<file path="config.mk">
export PLATFORM = sky130hd
export DESIGN_NAME = mul_pipe_flat
export DESIGN_NICKNAME = d
export VERILOG_FILES = /design/src/rtl/mul_pkg.sv /design/src/rtl/mul_pipe_if.sv /design/src/rtl/mul_pipe_stage.sv /design/src/rtl/mul_pipe.sv /design/src/flat_wrapper.sv
export SDC_FILE = /design/constraint.sdc
export NUM_CORES = 1
export LEC_CHECK = 0
export CORE_UTILIZATION = 66
export CTS_BUF_LIST = sky130_fd_sc_hd__clkbuf_8
export CTS_CLUSTER_DIAMETER = 60
export CTS_CLUSTER_SIZE = 8
export DETAILED_ROUTE_END_ITERATION = 12
export PLACE_DENSITY = 0.9
export REMOVE_ABC_BUFFERS = 1
export SLEW_MARGIN = 20
export SYNTH_ARGS = -nofsm -noshare
export SYNTH_HDL_FRONTEND = slang
export SYNTH_SLANG_ARGS = --single-unit
</file>
<file path="constraint.sdc">
create_clock -name clk -period 6.7 [get_ports clk]
set_input_delay 1.005 -clock clk [delete_from_list [all_inputs] [get_ports clk]]
set_output_delay 1.005 -clock clk [all_outputs]
set_load 0.02 [all_outputs]
</file>
<file path="src/rtl/mul_pkg.sv">
// Shared types and helpers for the pipelined signed multiply/MAC unit.
//   mul_op_t   : operating mode carried alongside each beat
//   smax/smin  : signed range limits of a given width, in a wide container
//   sat_trunc  : range check plus optional clip, returns {ovf, value}
package mul_pkg;

  typedef enum logic [1:0] {
    MUL  = 2'b00,
    MULH = 2'b01,
    MAC  = 2'b10,
    MACL = 2'b11
  } mul_op_t;

  // Largest supported operand width; VAL_W holds any product or accumulator.
  localparam int unsigned MAX_W = 64;
  localparam int unsigned VAL_W = 2 * MAX_W + 32;

  function automatic logic signed [VAL_W-1:0] smax(input int unsigned width);
    return signed'((VAL_W'(1) << (width - 1)) - VAL_W'(1));
  endfunction

  function automatic logic signed [VAL_W-1:0] smin(input int unsigned width);
    return ~smax(width);
  endfunction

  // Bit VAL_W flags a value outside the signed width range; the low bits
  // carry the clipped value when sat is set, otherwise the value unchanged.
  function automatic logic [VAL_W:0] sat_trunc(input logic signed [VAL_W-1:0] value,
                                               input int unsigned width,
                                               input logic sat);
    logic signed [VAL_W-1:0] hi;
    logic signed [VAL_W-1:0] lo;
    logic over;
    logic under;
    hi    = smax(width);
    lo    = smin(width);
    over  = value > hi;
    under = value < lo;
    return {over | under, (sat && over) ? hi : (sat && under) ? lo : value};
  endfunction

endpackage

</file>
<file path="src/rtl/mul_pipe_if.sv">
// Operand/result handshake bundle for mul_pipe.
//   in_valid/in_ready/a/b/op      : operand beat (master drives)
//   out_valid/out_ready/result/ovf : result beat (slave drives, master accepts)
//   acc                            : accumulator readback
interface mul_pipe_if #(
  parameter int unsigned WIDTH = 8,
  parameter int unsigned GUARD = 4
);
  import mul_pkg::*;

  localparam int unsigned ACC_W = 2 * WIDTH + GUARD;

  logic                    in_valid;
  logic                    in_ready;
  logic signed [WIDTH-1:0] a;
  logic signed [WIDTH-1:0] b;
  mul_op_t                 op;
  logic                    out_valid;
  logic                    out_ready;
  logic signed [WIDTH-1:0] result;
  logic                    ovf;
  logic signed [ACC_W-1:0] acc;

  modport master (
    output in_valid, a, b, op, out_ready,
    input  in_ready, out_valid, result, ovf, acc
  );

  modport slave (
    input  in_valid, a, b, op, out_ready,
    output in_ready, out_valid, result, ovf, acc
  );

endinterface

</file>
<file path="src/rtl/mul_pipe_stage.sv">
// One enable-gated pipeline slice carrying product, op and valid.
//   clk, reset : clock, async active-high reset
//   en         : advance (low while the output is stalled)
//   d_* / q_*  : incoming / registered beat
module mul_pipe_stage
  import mul_pkg::*;
#(
  parameter int unsigned P_W = 16
) (
  input  logic                  clk,
  input  logic                  reset,
  input  logic                  en,
  input  logic signed [P_W-1:0] d_p,
  input  mul_op_t               d_op,
  input  logic                  d_v,
  output logic signed [P_W-1:0] q_p,
  output mul_op_t               q_op,
  output logic                  q_v
);

  always_ff @(posedge clk or posedge reset) begin
    if (reset) begin
      q_v  <= 1'b0;
      q_p  <= '0;
      q_op <= MUL;
    end else if (en) begin
      q_v  <= d_v;
      q_p  <= d_p;
      q_op <= d_op;
    end
  end

endmodule

</file>
<file path="src/rtl/mul_pipe.sv">
// Pipelined signed multiply / multiply-accumulate with valid/ready flow control.
//   clk, reset : clock, async active-high reset
//   bus        : mul_pipe_if slave (operands in; result, ovf, acc out)
// The product is formed on the incoming operands, carried through LATENCY-1
// slices, and resolved (MUL/MULH/MAC/MACL, saturation) into the output register.
module mul_pipe
  import mul_pkg::*;
#(
  parameter int unsigned WIDTH   = 8,
  parameter int unsigned LATENCY = 2,
  parameter int unsigned GUARD   = 4,
  parameter int unsigned SAT     = 1
) (
  input logic       clk,
  input logic       reset,
  mul_pipe_if.slave bus
);

  localparam int unsigned P_W   = 2 * WIDTH;
  localparam int unsigned ACC_W = 2 * WIDTH + GUARD;

  logic                    stall;
  logic                    out_valid_q;
  logic signed [WIDTH-1:0] result_q;
  logic                    ovf_q;
  logic signed [ACC_W-1:0] acc_q;

  // Whole pipeline freezes while a result waits for its consumer.
  assign stall = out_valid_q && !bus.out_ready;

  // Full-width signed product; synthesis maps this onto a dedicated multiplier.
  logic signed [P_W-1:0] prod_c;
  assign prod_c = P_W'(bus.a) * P_W'(bus.b);

  // Element 0 is the incoming beat; element k is the output of slice k.
  logic signed [P_W-1:0] pipe_p  [LATENCY];
  mul_op_t               pipe_op [LATENCY];
  logic                  pipe_v  [LATENCY];

  assign pipe_p[0]  = prod_c;
  assign pipe_op[0] = bus.op;
  assign pipe_v[0]  = bus.in_valid;

  for (genvar g = 1; g < LATENCY; g++) begin : g_stage
    mul_pipe_stage #(.P_W(P_W)) u_stage (
      .clk   (clk),
      .reset (reset),
      .en    (!stall),
      .d_p   (pipe_p[g-1]),
      .d_op  (pipe_op[g-1]),
      .d_v   (pipe_v[g-1]),
      .q_p   (pipe_p[g]),
      .q_op  (pipe_op[g]),
      .q_v   (pipe_v[g])
    );
  end

  logic signed [P_W-1:0]   fin_p;
  mul_op_t                 fin_op;
  logic                    fin_v;
  assign fin_p  = pipe_p[LATENCY-1];
  assign fin_op = pipe_op[LATENCY-1];
  assign fin_v  = pipe_v[LATENCY-1];

  logic signed [ACC_W-1:0] p_ext_c;
  logic signed [ACC_W-1:0] mac_sum_c;
  logic signed [ACC_W-1:0] acc_nxt_c;
  logic                    acc_we_c;
  logic signed [VAL_W-1:0] sel_c;
  logic [VAL_W:0]          st_c;
  logic [WIDTH-1:0]        res_c;
  logic                    ovf_c;

  // Final-stage resolution: pick the value to range-check and the acc update.
  always_comb begin
    p_ext_c   = ACC_W'(fin_p);
    mac_sum_c = acc_q + p_ext_c;
    acc_we_c  = 1'b0;
    acc_nxt_c = acc_q;
    sel_c     = VAL_W'(fin_p);
    case (fin_op)
      MAC: begin
        sel_c     = VAL_W'(mac_sum_c);
        acc_we_c  = 1'b1;
        acc_nxt_c = mac_sum_c;
      end
      MACL: begin
        acc_we_c  = 1'b1;
        acc_nxt_c = p_ext_c;
      end
      default: ;
    endcase
    st_c  = sat_trunc(sel_c, WIDTH, SAT != 0);
    ovf_c = st_c[VAL_W];
    res_c = st_c[WIDTH-1:0];
    if (fin_op == MULH) begin
      res_c = fin_p[P_W-1:WIDTH];
      ovf_c = 1'b0;
    end
  end

  // Only the low WIDTH bits and the flag of the range check are consumed.
  logic unused_st;
  assign unused_st = ^st_c;

  // Output register; acc moves only when a MAC/MACL beat lands here.
  always_ff @(posedge clk or posedge reset) begin
    if (reset) begin
      out_valid_q <= 1'b0;
      result_q    <= '0;
      ovf_q       <= 1'b0;
      acc_q       <= '0;
    end else if (!stall) begin
      out_valid_q <= fin_v;
      if (fin_v) begin
        result_q <= res_c;
        ovf_q    <= ovf_c;
        if (acc_we_c) acc_q <= acc_nxt_c;
      end
    end
  end

  assign bus.in_ready  = !stall;
  assign bus.out_valid = out_valid_q;
  assign bus.result    = result_q;
  assign bus.ovf       = ovf_q;
  assign bus.acc       = acc_q;

endmodule

</file>
<file path="src/flat_wrapper.sv">
// flat-port wrapper written by rule: the top's interface ports become plain ports
module mul_pipe_flat import mul_pkg::*;
#(
  parameter int unsigned WIDTH   = 8,
  parameter int unsigned LATENCY = 2,
  parameter int unsigned GUARD   = 4,
  parameter int unsigned SAT     = 1
)
  (clk, reset, bus_in_valid, bus_a, bus_b, bus_op, bus_out_ready, bus_in_ready, bus_out_valid, bus_result, bus_ovf, bus_acc);
  mul_pipe_if #(.WIDTH(WIDTH), .GUARD(GUARD)) bus_i ();
  input logic clk;
  input logic reset;
  input wire logic [$bits(bus_i.in_valid)-1:0] bus_in_valid;
  input wire logic [$bits(bus_i.a)-1:0] bus_a;
  input wire logic [$bits(bus_i.b)-1:0] bus_b;
  input wire logic [$bits(bus_i.op)-1:0] bus_op;
  input wire logic [$bits(bus_i.out_ready)-1:0] bus_out_ready;
  output wire logic [$bits(bus_i.in_ready)-1:0] bus_in_ready;
  output wire logic [$bits(bus_i.out_valid)-1:0] bus_out_valid;
  output wire logic [$bits(bus_i.result)-1:0] bus_result;
  output wire logic [$bits(bus_i.ovf)-1:0] bus_ovf;
  output wire logic [$bits(bus_i.acc)-1:0] bus_acc;
  assign bus_i.in_valid = bus_in_valid;
  assign bus_i.a = bus_a;
  assign bus_i.b = bus_b;
  assign bus_i.op = bus_op;
  assign bus_i.out_ready = bus_out_ready;
  assign bus_in_ready = bus_i.in_ready;
  assign bus_out_valid = bus_i.out_valid;
  assign bus_result = bus_i.result;
  assign bus_ovf = bus_i.ovf;
  assign bus_acc = bus_i.acc;
  mul_pipe #(.WIDTH(WIDTH), .LATENCY(LATENCY), .GUARD(GUARD), .SAT(SAT)) u_core (.clk(clk), .reset(reset), .bus(bus_i));
endmodule
</file>
Yosys cells after proc, flatten, opt, wreduce, memory -nomap -nowiden
Cells that the tools add are included.

word-level totals
  flip-flop bits (word level) = 49

cells by class
  reduce and logical (&&, ||, !) cells = 7
  equal/unequal tests = 3
  $mul = 1
  multiplexer cells = 7
  bitwise logic cells = 2
  magnitude comparators = 2
  add/sub/neg operators = 1

operators by type and width
  cell                                                                                count
  160-bit by 8-bit greater-than comparator with 1-bit output (second input constant)  1
  160-bit by 8-bit less-than comparator with 1-bit output (second input constant)     1
  160-bit 2-to-1 mux                                                                  1
  20-bit one-hot mux with 2 select lines                                              1
  8-bit 2-to-1 mux                                                                    3
  20-bit by 16-bit adder with 20-bit output                                           1
  8-bit by 8-bit multiplier with 16-bit output                                        1
  2-bit == test (second input constant)                                               2
  4-bit AND reduction                                                                 1
  2-bit by 1-bit == test with 1-bit output (second input constant)                    1
  1-bit zero test                                                                     2
  1-bit 2-to-1 mux                                                                    2
  2-bit AND reduction                                                                 1
  2-bit nonzero test                                                                  1
  2-bit OR reduction                                                                  1
  1-bit logical AND                                                                   1
  1-bit inverter                                                                      1
  1-bit bitwise OR                                                                    1

Longest topological paths before layout
Gate-level depths: netlist of the first run.

  depth after elaboration = 6
  gate-level depth with buffers = 20
  mapped depth without buffers = 20

Hierarchy
A second synthesis of the first run with hierarchy kept.

second synthesis, totals
  cell total of the unflattened synthesis = 704
  area, all modules = 6197.2 µm²

modules (own cells, without submodules)
  module          cells an instance  area an instance (µm²)  times used  sequential area each (µm²)
  mul_pipe        663                5435.2                  1           750.7
  mul_pipe_stage  41                 762.0                   1           475.5

Least setup slack after synthesis of the first run
OpenSTA, ideal clock, no wires.

  path type = input to register
  start point = in bus_b[4]
  end point = reg u_core.g_stage[1].u_stage.q_p[14]
  setup slack = 1.565 ns
  stages = 19
  arrival = 5.039 ns
  data required time = 6.605 ns
  cells stage by stage = and2_1 > fa_1 > inv_1 > fa_1 > inv_1 > fa_1 > inv_1 > fa_1 > inv_1 > ha_1 > o21ai_0 > a21boi_0 > o21ai_0 > a21boi_0 > o21ai_0 > a21boi_0 > o21ai_0 > and3_1 > o31ai_1

on the way
  word-level cells in the longest chain between the ends = 1

ends and longest elaborated chain
  item                                          RTL line              text
  start, declared                               flat_wrapper.sv:15    input wire logic [$bits(bus_i.b)-1:0] bus_b;
  8-bit by 8-bit multiplier with 16-bit output  mul_pipe.sv:33        assign prod_c = P_W'(bus.a) * P_W'(bus.b);
  end signal, assigned                          mul_pipe_stage.sv:28  q_p <= d_p;
  end, declared                                 mul_pipe_stage.sv:16  output logic signed [P_W-1:0] q_p,

Every way passes these cells.
A chain may end at the register's enable or synchronous reset.

Final worst setup path of the first run
Ends and elaborated chain as after synthesis.

==> results of run 1 <==
==> layout make-up <==
type | instances | area share, %
multi-input combinational | 517 | 64.35
timing repair buffer | 55 | 8.282
inverter | 91 | 5.229
clock buffer | 5 | 1.050
tap | 108 | 2.061
sequential | 49 | 18.70
clock inverter | 3 | 0.3244
==> where the power goes <==
part	switching, mW	total (mW)	leakage (nW)	internal (mW)
Combinational	1.39	2.41	2.42	1.03
Clock	0.112	0.187	0.0445	0.0744
Sequential	0.156	0.586	0.583	0.430
==> stage by stage <==
step	worst slack, ns	hold WS [ns]
after floorplan	1.565	0.4657
after global placement	0.7785	0.4675
after detailed placement	0.5718	0.4644
after CTS	0.9058	0.4905
after global routing	0.4781	0.5350
final	0.8809	0.4888
==> kinds of logic (layout without fill, tap and decap cells) <==
family                     count (synthesis)  in the layout  share of synthesized area, %
and+or+nand+nor                          221            221                         18.04
DFF                                       49             49                         20.79
adders and majority gates                104            104                         29.20
muxes                                     16             16                         2.758
AOI/OAI and AO/OA                        147            147                         17.08
buffers and inverters                    111            154                         7.702
xor gates and xnor gates                  29             29                         4.435
==> worst min-delay path by stage <==
stage | startpoint | end | depth (start not counted)
finish | u_core.bus.result[7] | u_core.bus.result[7] | 2
global route | u_core.bus.result[7] | u_core.bus.result[7] | 2
CTS | u_core.bus.result[7] | u_core.bus.result[7] | 2
detailed placement | u_core.bus.result[7] | u_core.bus.result[7] | 2
global placement | u_core.bus.result[7] | u_core.bus.result[7] | 2
floorplan | u_core.g_stage[1].u_stage.q_v | u_core.g_stage[1].u_stage.q_v | 2
==> placed cells by master (no fill, tap or decap), drive strengths merged, types with 3 or more instances in the layout <==
| master | instances |
|---|---|
| nand2b | 5 |
| xor2 | 9 |
| clkinv | 4 |
| a21o | 10 |
| nand3 | 6 |
| and3 | 5 |
| a21boi | 4 |
| o21ai | 42 |
| nand2 | 103 |
| or3 | 7 |
| mux2i | 14 |
| xnor2 | 20 |
| o31ai | 9 |
| nor2 | 35 |
| o211ai | 4 |
| buf | 3 |
| clkdlybuf4s50 | 52 |
| inv | 89 |
| a211oi | 6 |
| o21bai | 3 |
| a21oi | 39 |
| dfrtp | 49 |
| and2 | 42 |
| nor2b | 4 |
| fa | 56 |
| o311ai | 3 |
| clkbuf | 5 |
| a31oi | 3 |
| o21a | 5 |
| ha | 48 |
==> tightest hold or removal path, cell delays in order, from the launching register on <==
cell and delay, ns:
sky130_fd_sc_hd__dfrtp_1 0.36, sky130_fd_sc_hd__nand2_1 0.05, sky130_fd_sc_hd__nand2_1 0.05
==> sequential cells by signal (all words and copies together) (netlist names) <==
signal,count
u_core.bus.acc,20
u_core.bus.out_valid,1
u_core.bus.ovf,1
u_core.bus.result,8
u_core.g_stage.u_stage.q_op,2
u_core.g_stage.u_stage.q_p,16
u_core.g_stage.u_stage.q_v,1
==> routing by layer <==
layer,track usage (%),vias to the layer above,routed length [um]
met5,0,-,0
met4,10.66,0,335
met3,3.599,40,649
met2,56.63,177,6789
met1,37.40,2356,5346
li1,-,2342,-
==> results.rst, run 1 <==
.. list-table::
   :header-rows: 1

   * - Metric
     - Value
   * - Result of the run
     - finished clean
   * - Path category of the worst min-delay check
     - reg2reg
   * - Number of buffers created by CTS
     - 5
   * - Launch point of the critical path
     - bus_b[4]
   * - Most instantiated cells after synthesis
     - sky130_fd_sc_hd__nand2_1, sky130_fd_sc_hd__inv_1, sky130_fd_sc_hd__fa_1
   * - Maximum achievable frequency
     - approximately 170 MHz
   * - GRT Util Overall
     - around 30%
   * - Clock tree root buffer cell
     - sky130_fd_sc_hd__clkbuf_8
   * - Placer congestion estimate
     - 0.9692
   * - First-pass GRT wire length
     - 22140 um
   * - Max-cap check violation count
     - 0
   * - Worst setup path category
     - in2reg
   * - Area delta synth->final
     - 11.18%
   * - Gate count of the mapped netlist
     - between 600 and 700
   * - Fin. Hold Viols
     - 0
   * - Peak VDD IR
     - a little under 200 uV
   * - TritonCTS Sinks
     - between 40 and 50
   * - Total Routed Length
     - between 10000 and 15000 um
   * - Die span in x
     - a little under 100 um
   * - Post-route standard cell area excluding fillers
     - ~0.0066 mm^2
   * - Area fraction of the dominant cell type after synthesis
     - between 20 and 25%
   * - Netlist area before placement
     - about 0.0059 mm^2
   * - Maximum clock insertion buffer count
     - 2
   * - Ratio of final minimum period to clock period
     - ~87%
   * - Synth warnings
     - 0
   * - Total I/O pin count
     - 53
   * - Area of the multi-input gates
     - between 0.004 and 0.005 mm^2
   * - Total via count in the routed design
     - just under 5000
   * - Max stage delay on crit path
     - between 0.5 and 0.6 ns
   * - Cell-by-cell listing of the critical path
     - clkdlybuf4s50_1 -> and2_1 -> fa_1 -> fa_1 -> inv_1 -> fa_1 -> fa_1 -> inv_1 -> ha_1 -> nor2b_1 -> o21ai_0 -> a21boi_0 -> o21ai_0 -> a21boi_0 -> o21ai_0 -> a21boi_0 -> o21ai_0 -> a21oi_1 -> o31ai_1
   * - Top delay family on crit path
     - adder cells
   * - Iteration-0 DRC Markers
     - between 200 and 250
   * - Setup repair after global routing missed its margin
     - false
   * - Number of rows created at floorplan
     - 34
   * - Launching element type of the critical path
     - primary input
   * - Effective utilization at floorplan
     - about two thirds
   * - Leakage
     - slightly above 3 nW
   * - Fraction of final layout cells with drive strength greater than 1
     - roughly 5%
   * - Slew at the pin closest to its max-slew limit
     - approximately 0.96 ns
   * - Most instantiated flip-flop cell in the synthesis netlist
     - sky130_fd_sc_hd__dfrtp_1
   * - # H-tree levels
     - 2
   * - Average via count per standard cell
     - slightly below 6
   * - Sequential share of the synthesized area
     - between 20 and 25%
   * - Sequential cell area
     - around 0.0012 mm^2
   * - Worst reg2reg endpoint
     - u_core.bus.result[0]
   * - Worst max-slew margin expressed relative to the limit
     - a little over a third
   * - Highest net fanout along the worst path
     - 8
   * - Number of diodes
     - 0
   * - Number of non-filler instances in the completed layout
     - between 800 and 900
   * - Post-Syn Area per Cell
     - between 8 and 9 um^2
   * - # Post-CTS Setup Buffers
     - 0
   * - Overflow left after global routing
     - 0
   * - Flop and latch count out of synthesis
     - about 50
   * - Depth of the most critical reg-to-reg path
     - 11
   * - Initial antenna violation count
     - 0
   * - Setup Total Neg Slack
     - 0 ns
   * - Clk Latency, worst-skew pair
     - 0.32 ns
   * - Final setup skew
     - between 0.009 and 0.01 ns
   * - Total placed cells including tap cells
     - 820
   * - Ranking of synthesized cells by area
     - sky130_fd_sc_hd__dfrtp_1, sky130_fd_sc_hd__fa_1, sky130_fd_sc_hd__ha_1
   * - Core Region
     - approximately 0.0087 mm^2
   * - Nature of the critical path endpoint
     - flip-flop
   * - Number of flops mapped to enable cells by yosys
     - 0
   * - Required time reported for the critical path endpoint
     - ~6.9 ns
   * - Clock period minus final worst setup slack
     - between 5 and 6 ns
   * - Vertical extent of the die
     - 96.53 um
   * - WP buf/inv
     - 3
   * - Setup slack of the most critical reg-to-reg path
     - between 2 and 3 ns
   * - Number of gates given a new drive strength after cts
     - 0
   * - Most frequent cell after synthesis
     - sky130_fd_sc_hd__nand2_1
   * - Last element of the critical path
     - u_core.g_stage[1].u_stage.q_p[14]
   * - Number of gates on the worst path with buffers counted
     - 19
   * - Total power consumption of the routed design
     - 3.183 mW
   * - Clock transition at the registers of the reported paths
     - approximately 0.090 ns
   * - Area after DPL
     - between 0.006 and 0.007 mm^2
   * - Pre-antenna DRT Iters
     - 5
   * - Via count of the first global-routing pass
     - slightly below 5000
   * - DRC viols
     - 0
   * - I/O Buffers
     - 52
   * - Unique masters post-synth
     - 73
   * - Die footprint
     - 0.009317 mm^2
   * - RR Startpoint
     - u_core.bus.acc[0]
   * - Number of buffers added to fix hold violations after cts
     - 0
   * - Async S/R FF share, synth
     - 100.0%
   * - Cell with the largest stage delay on the worst path
     - sky130_fd_sc_hd__fa_1
   * - Average detailed-routed wire length per instance
     - around 16 um
   * - Number of max-slew violations in the final report
     - 0
   * - Routed Antenna Nets
     - 0
   * - Data arrival at the endpoint of the critical path
     - approximately 6 ns
   * - Total Nets Final
     - between 800 and 900
   * - Post-layout util
     - between 70% and 80%
   * - Largest net degree at the start of global routing
     - 50
   * - Leading area contributor after synthesis
     - sky130_fd_sc_hd__dfrtp_1
   * - Total of fill cells in the finished design
     - between 600 and 700
   * - HPWL Detailed
     - ~11000 um
   * - Power Dens Cells
     - slightly below 500 mW/mm^2
   * - TritonCTS clock tree
     - built
   * - Setup violators final
     - 0
Power figures use the tool's default switching activity.
==> inputs of run 2 (changes only) <==
Settings changed: REMOVE_ABC_BUFFERS 1 to not set.
==> run 2 against run 1 <==
Net effect: flip-flop and latch count unchanged; utilization increased by 0.12 points; fmax decreased by 2.1%; setup slack got worse by 0.13 ns; power about the same; sequential power about the same; count of clock-buffer cells in the layout unchanged; non-clock buffer count increased by 1; combinational power about the same; sequential share of layout area about the same; die area unchanged; critical path type unchanged; highest routed layer unchanged.
==> results.rst, run 2 (synthesized netlist as in run 1, its figures left out) <==
.. list-table::
   :header-rows: 1

   * - Metric
     - Value
   * - Highest net fanout along the worst path
     - 8 (unchanged)
   * - Ratio of final minimum period to clock period
     - 88.74% (+1.9 points)
   * - Clock transition at the registers of the reported paths
     - 0.09 ns (about the same)
   * - Worst setup path category
     - in2reg
   * - WP buf/inv
     - 3 (unchanged)
   * - Average via count per standard cell
     - 5.870 (-1.1%)
   * - Pre-antenna DRT Iters
     - 5 (unchanged)
   * - Post-route setup slack
     - 0.7547 ns (-0.1262 ns)
   * - Depth of the most critical reg-to-reg path
     - 11 (unchanged)
   * - Worst reg2reg endpoint
     - u_core.bus.result[2]
   * - Setup violators final
     - 0 (unchanged)
   * - Initial antenna violation count
     - 0 (unchanged)
   * - I/O Buffers
     - 52 (unchanged)
   * - Switching part of the total power
     - 51.76% (-0.18 points)
   * - TritonCTS clock tree
     - built
   * - Net switching power of the design
     - 1.647 mW (-0.37%)
   * - Final setup skew
     - 0.01175 ns (+0.002228 ns)
   * - Synth Net Count
     - around 800
   * - Die footprint
     - 0.009317 mm^2 (unchanged)
   * - Effective utilization at floorplan
     - 67.95% (unchanged)
   * - Maximum clock insertion buffer count
     - 2 (unchanged)
   * - Maximum achievable frequency
     - 168.2 MHz (-2.1%)
   * - Number of rows created at floorplan
     - 34 (unchanged)
   * - # Post-CTS Setup Buffers
     - 0 (unchanged)
   * - Iteration-0 DRC Markers
     - 240 (+0.42%)
   * - Largest net degree at the start of global routing
     - 50 (unchanged)
   * - Worst max-slew margin expressed relative to the limit
     - 41.73% (+5.8 points)
   * - Vertical extent of the die
     - 96.53 um (unchanged)
   * - Most frequent cells in the layout
     - sky130_fd_sc_hd__nand2_1, sky130_fd_sc_hd__inv_1, sky130_fd_sc_hd__fa_1, sky130_fd_sc_hd__clkdlybuf4s50_1, sky130_fd_sc_hd__dfrtp_1
   * - Number of buffers created by CTS
     - 5 (unchanged)
   * - Routed Antenna Nets
     - 0 (unchanged)
   * - Area of the multi-input gates
     - 0.004217 mm^2 (about the same)
   * - Commonest non-fill, non-tap cell in the layout
     - sky130_fd_sc_hd__nand2_1
   * - RR Startpoint
     - u_core.g_stage[1].u_stage.q_p[0]
   * - Internal power summed over all cells
     - 1.535 mW (+0.34%)
   * - Leakage
     - 3.054 nW (about the same)
   * - Number of buffers added to fix hold violations after cts
     - 0 (unchanged)
   * - Cell-by-cell listing of the critical path
     - clkdlybuf4s50_1 -> and2_1 -> fa_1 -> fa_1 -> inv_1 -> fa_1 -> fa_1 -> inv_1 -> ha_1 -> nor2b_1 -> o21ai_0 -> a21boi_0 -> o21ai_0 -> a21boi_0 -> o21ai_0 -> a21boi_0 -> o21ai_0 -> and3_1 -> o31ai_1
   * - Fin. Hold Viols
     - 0 (unchanged)
   * - HPWL Detailed
     - 10520 um (-1.1%)
   * - Total via count in the routed design
     - 4866 (-1.0%)
   * - Data arrival at the endpoint of the critical path
     - 6.16 ns (+0.11 ns)
   * - GRT Util Overall
     - 29.23% (-1.7 points)
   * - Peak VDD IR
     - 240.3 uV (+21%)
   * - Required time reported for the critical path endpoint
     - 6.92 ns (about the same)
   * - Clock network fraction of total power
     - 6.0% (about the same)
   * - Clock tree root buffer cell
     - sky130_fd_sc_hd__clkbuf_8
   * - Setup repair after global routing missed its margin
     - false
   * - Max stage delay on crit path
     - 0.56 ns (+0.02 ns)
   * - Power Dens Cells
     - 484.6 mW/mm^2 (-0.18%)
   * - Fraction of final layout cells with drive strength greater than 1
     - 4.993% (-0.0069 points)
   * - Number of max-slew violations in the final report
     - 0 (unchanged)
   * - Result of the run
     - finished clean
   * - Worst Hold Path Cells
     - 2 (unchanged)
   * - DRC viols
     - 0 (unchanged)
   * - Total I/O pin count
     - 53 (unchanged)
   * - Slew at the pin closest to its max-slew limit
     - 0.8740 ns (-0.08535 ns)
   * - Sequential share of power
     - 18.3% (about the same)
   * - Total Routed Length
     - 12950 um (-1.3%)
   * - Dpl ws
     - 0.4878 ns (-0.08402 ns)
   * - Nature of the critical path endpoint
     - flip-flop
   * - Number of gates given a new drive strength after cts
     - 0 (unchanged)
   * - Average detailed-routed wire length per instance
     - 15.62 um (-1.4%)
   * - Overflow left after global routing
     - 0 (unchanged)
   * - Setup slack of the most critical reg-to-reg path
     - 2.92 ns (+0.02 ns)
   * - Total of fill cells in the finished design
     - 619 (-6.4%)
   * - First-pass GRT wire length
     - 21050 um (-4.9%)
   * - Launching element type of the critical path
     - primary input
   * - Clock period minus final worst setup slack
     - 5.945 ns (+0.1262 ns)
   * - Clk Latency, worst-skew pair
     - 0.32 ns (about the same)
   * - Number of flip-flops in the largest register
     - 20 (unchanged)
   * - Max-cap check violation count
     - 0 (unchanged)
   * - Top delay family on crit path
     - adder cells
   * - Placer congestion estimate
     - 0.8882 (-8.4%)
   * - Total Nets Final
     - 846 (+0.12%)
   * - Number of diodes
     - 0 (unchanged)
   * - Area delta synth->final
     - 11.35%
   * - Comb power frac
     - 75.7% (about the same)
   * - Core Region
     - 0.008678 mm^2 (unchanged)
   * - TritonCTS Sinks
     - 49 (unchanged)
   * - Cell with the largest stage delay on the worst path
     - sky130_fd_sc_hd__clkdlybuf4s50_1
   * - Path category of the worst min-delay check
     - reg2reg
   * - Via count of the first global-routing pass
     - 4821 (-1.2%)
   * - Sequential cell area
     - 0.001226 mm^2 (unchanged)
   * - # H-tree levels
     - 2 (unchanged)
   * - Setup Total Neg Slack
     - 0 ns (unchanged)
   * - End point of the most critical hold path
     - u_core.bus.result[7]
   * - Launch point of the worst hold path
     - u_core.bus.result[7]
   * - Die span in x
     - 96.53 um (unchanged)
-- run 2: cell count changes in the layout (fill, tap and decap cells not counted) --
cell                         previous run  this run
sky130_fd_sc_hd__clkinv_2               2         1
sky130_fd_sc_hd__inv_8                  0         1
sky130_fd_sc_hd__buf_4                  3         4
sky130_fd_sc_hd__nor2b_2                1         0
sky130_fd_sc_hd__inv_6                  1         0
sky130_fd_sc_hd__clkinvlp_4             1         2
sky130_fd_sc_hd__nor2b_1                3         4
-- run 2: layout make-up --
class                   instances  share of cell area (%)
clock inverters                 3                  0.4002
clock buffers                   5                   1.048
well taps                     108                   2.058
flip-flops and latches         49                   18.67
inverters                      91                   5.221
repair buffers                 56                   8.384
multi-input cells             517                   64.21
-- run 2: worst max-delay path by stage --
stage,from,to,slack [ns],depth (start not counted)
final,bus_a[2],u_core.g_stage[1].u_stage.q_p[14],0.75,19
after global routing,bus_a[2],u_core.g_stage[1].u_stage.q_p[14],0.31,19
after CTS,bus_b[4],u_core.g_stage[1].u_stage.q_p[14],0.82,19
after detailed placement,bus_a[2],u_core.g_stage[1].u_stage.q_p[14],0.49,19
after global placement,bus_a[2],u_core.g_stage[1].u_stage.q_p[14],0.78,19
after floorplan,bus_b[4],u_core.g_stage[1].u_stage.q_p[14],1.57,19
-- run 2: power by group through the flow --
stage / Combinational (mW) / Clock [mW] / Sequential (mW)
after floorplan: 1.71 / 0 / 0.637
after global placement: 2.26 / 0 / 0.576
after detailed placement: 2.37 / 0 / 0.585
after CTS: 2.38 / 0.192 / 0.578
after global routing: 2.67 / 0.201 / 0.598
final: 2.41 / 0.190 / 0.583
-- run 2: stage by stage --
step / util, % / instance area, um^2 / power, mW / cells / hold WS [ns]
2_1_floorplan: - / 5897 / 2.347 / 677 / 0.4657
3_3_place_gp: 74.55 / 6470 / 2.832 / 821 / 0.4718
3_5_place_dp: 74.55 / 6470 / 2.951 / 821 / 0.4728
4_1_cts: 75.65 / 6565 / 3.153 / 829 / 0.4938
5_1_grt: 75.66 / 6566 / 3.472 / 829 / 0.5151
6_report: 75.66 / 6566 / 3.182 / 829 / 0.4914
-- run 2: layer usage --
| metal | vias to the layer above | global-route usage (%) | part of all wire, % |
|---|---|---|---|
| li1 | 2331 | - | - |
| met1 | 2373 | 34.31 | 41 |
| met2 | 132 | 54.69 | 53 |
| met3 | 30 | 2.895 | 3.6 |
| met4 | 0 | 11.03 | 2.6 |
| met5 | - | 0 | 0 |
-- run 2: tightest hold or removal path: cells and delay by family, from the launching register on --
family        cells  cell delay [ns]
flops             1             0.36
simple gates      2             0.10
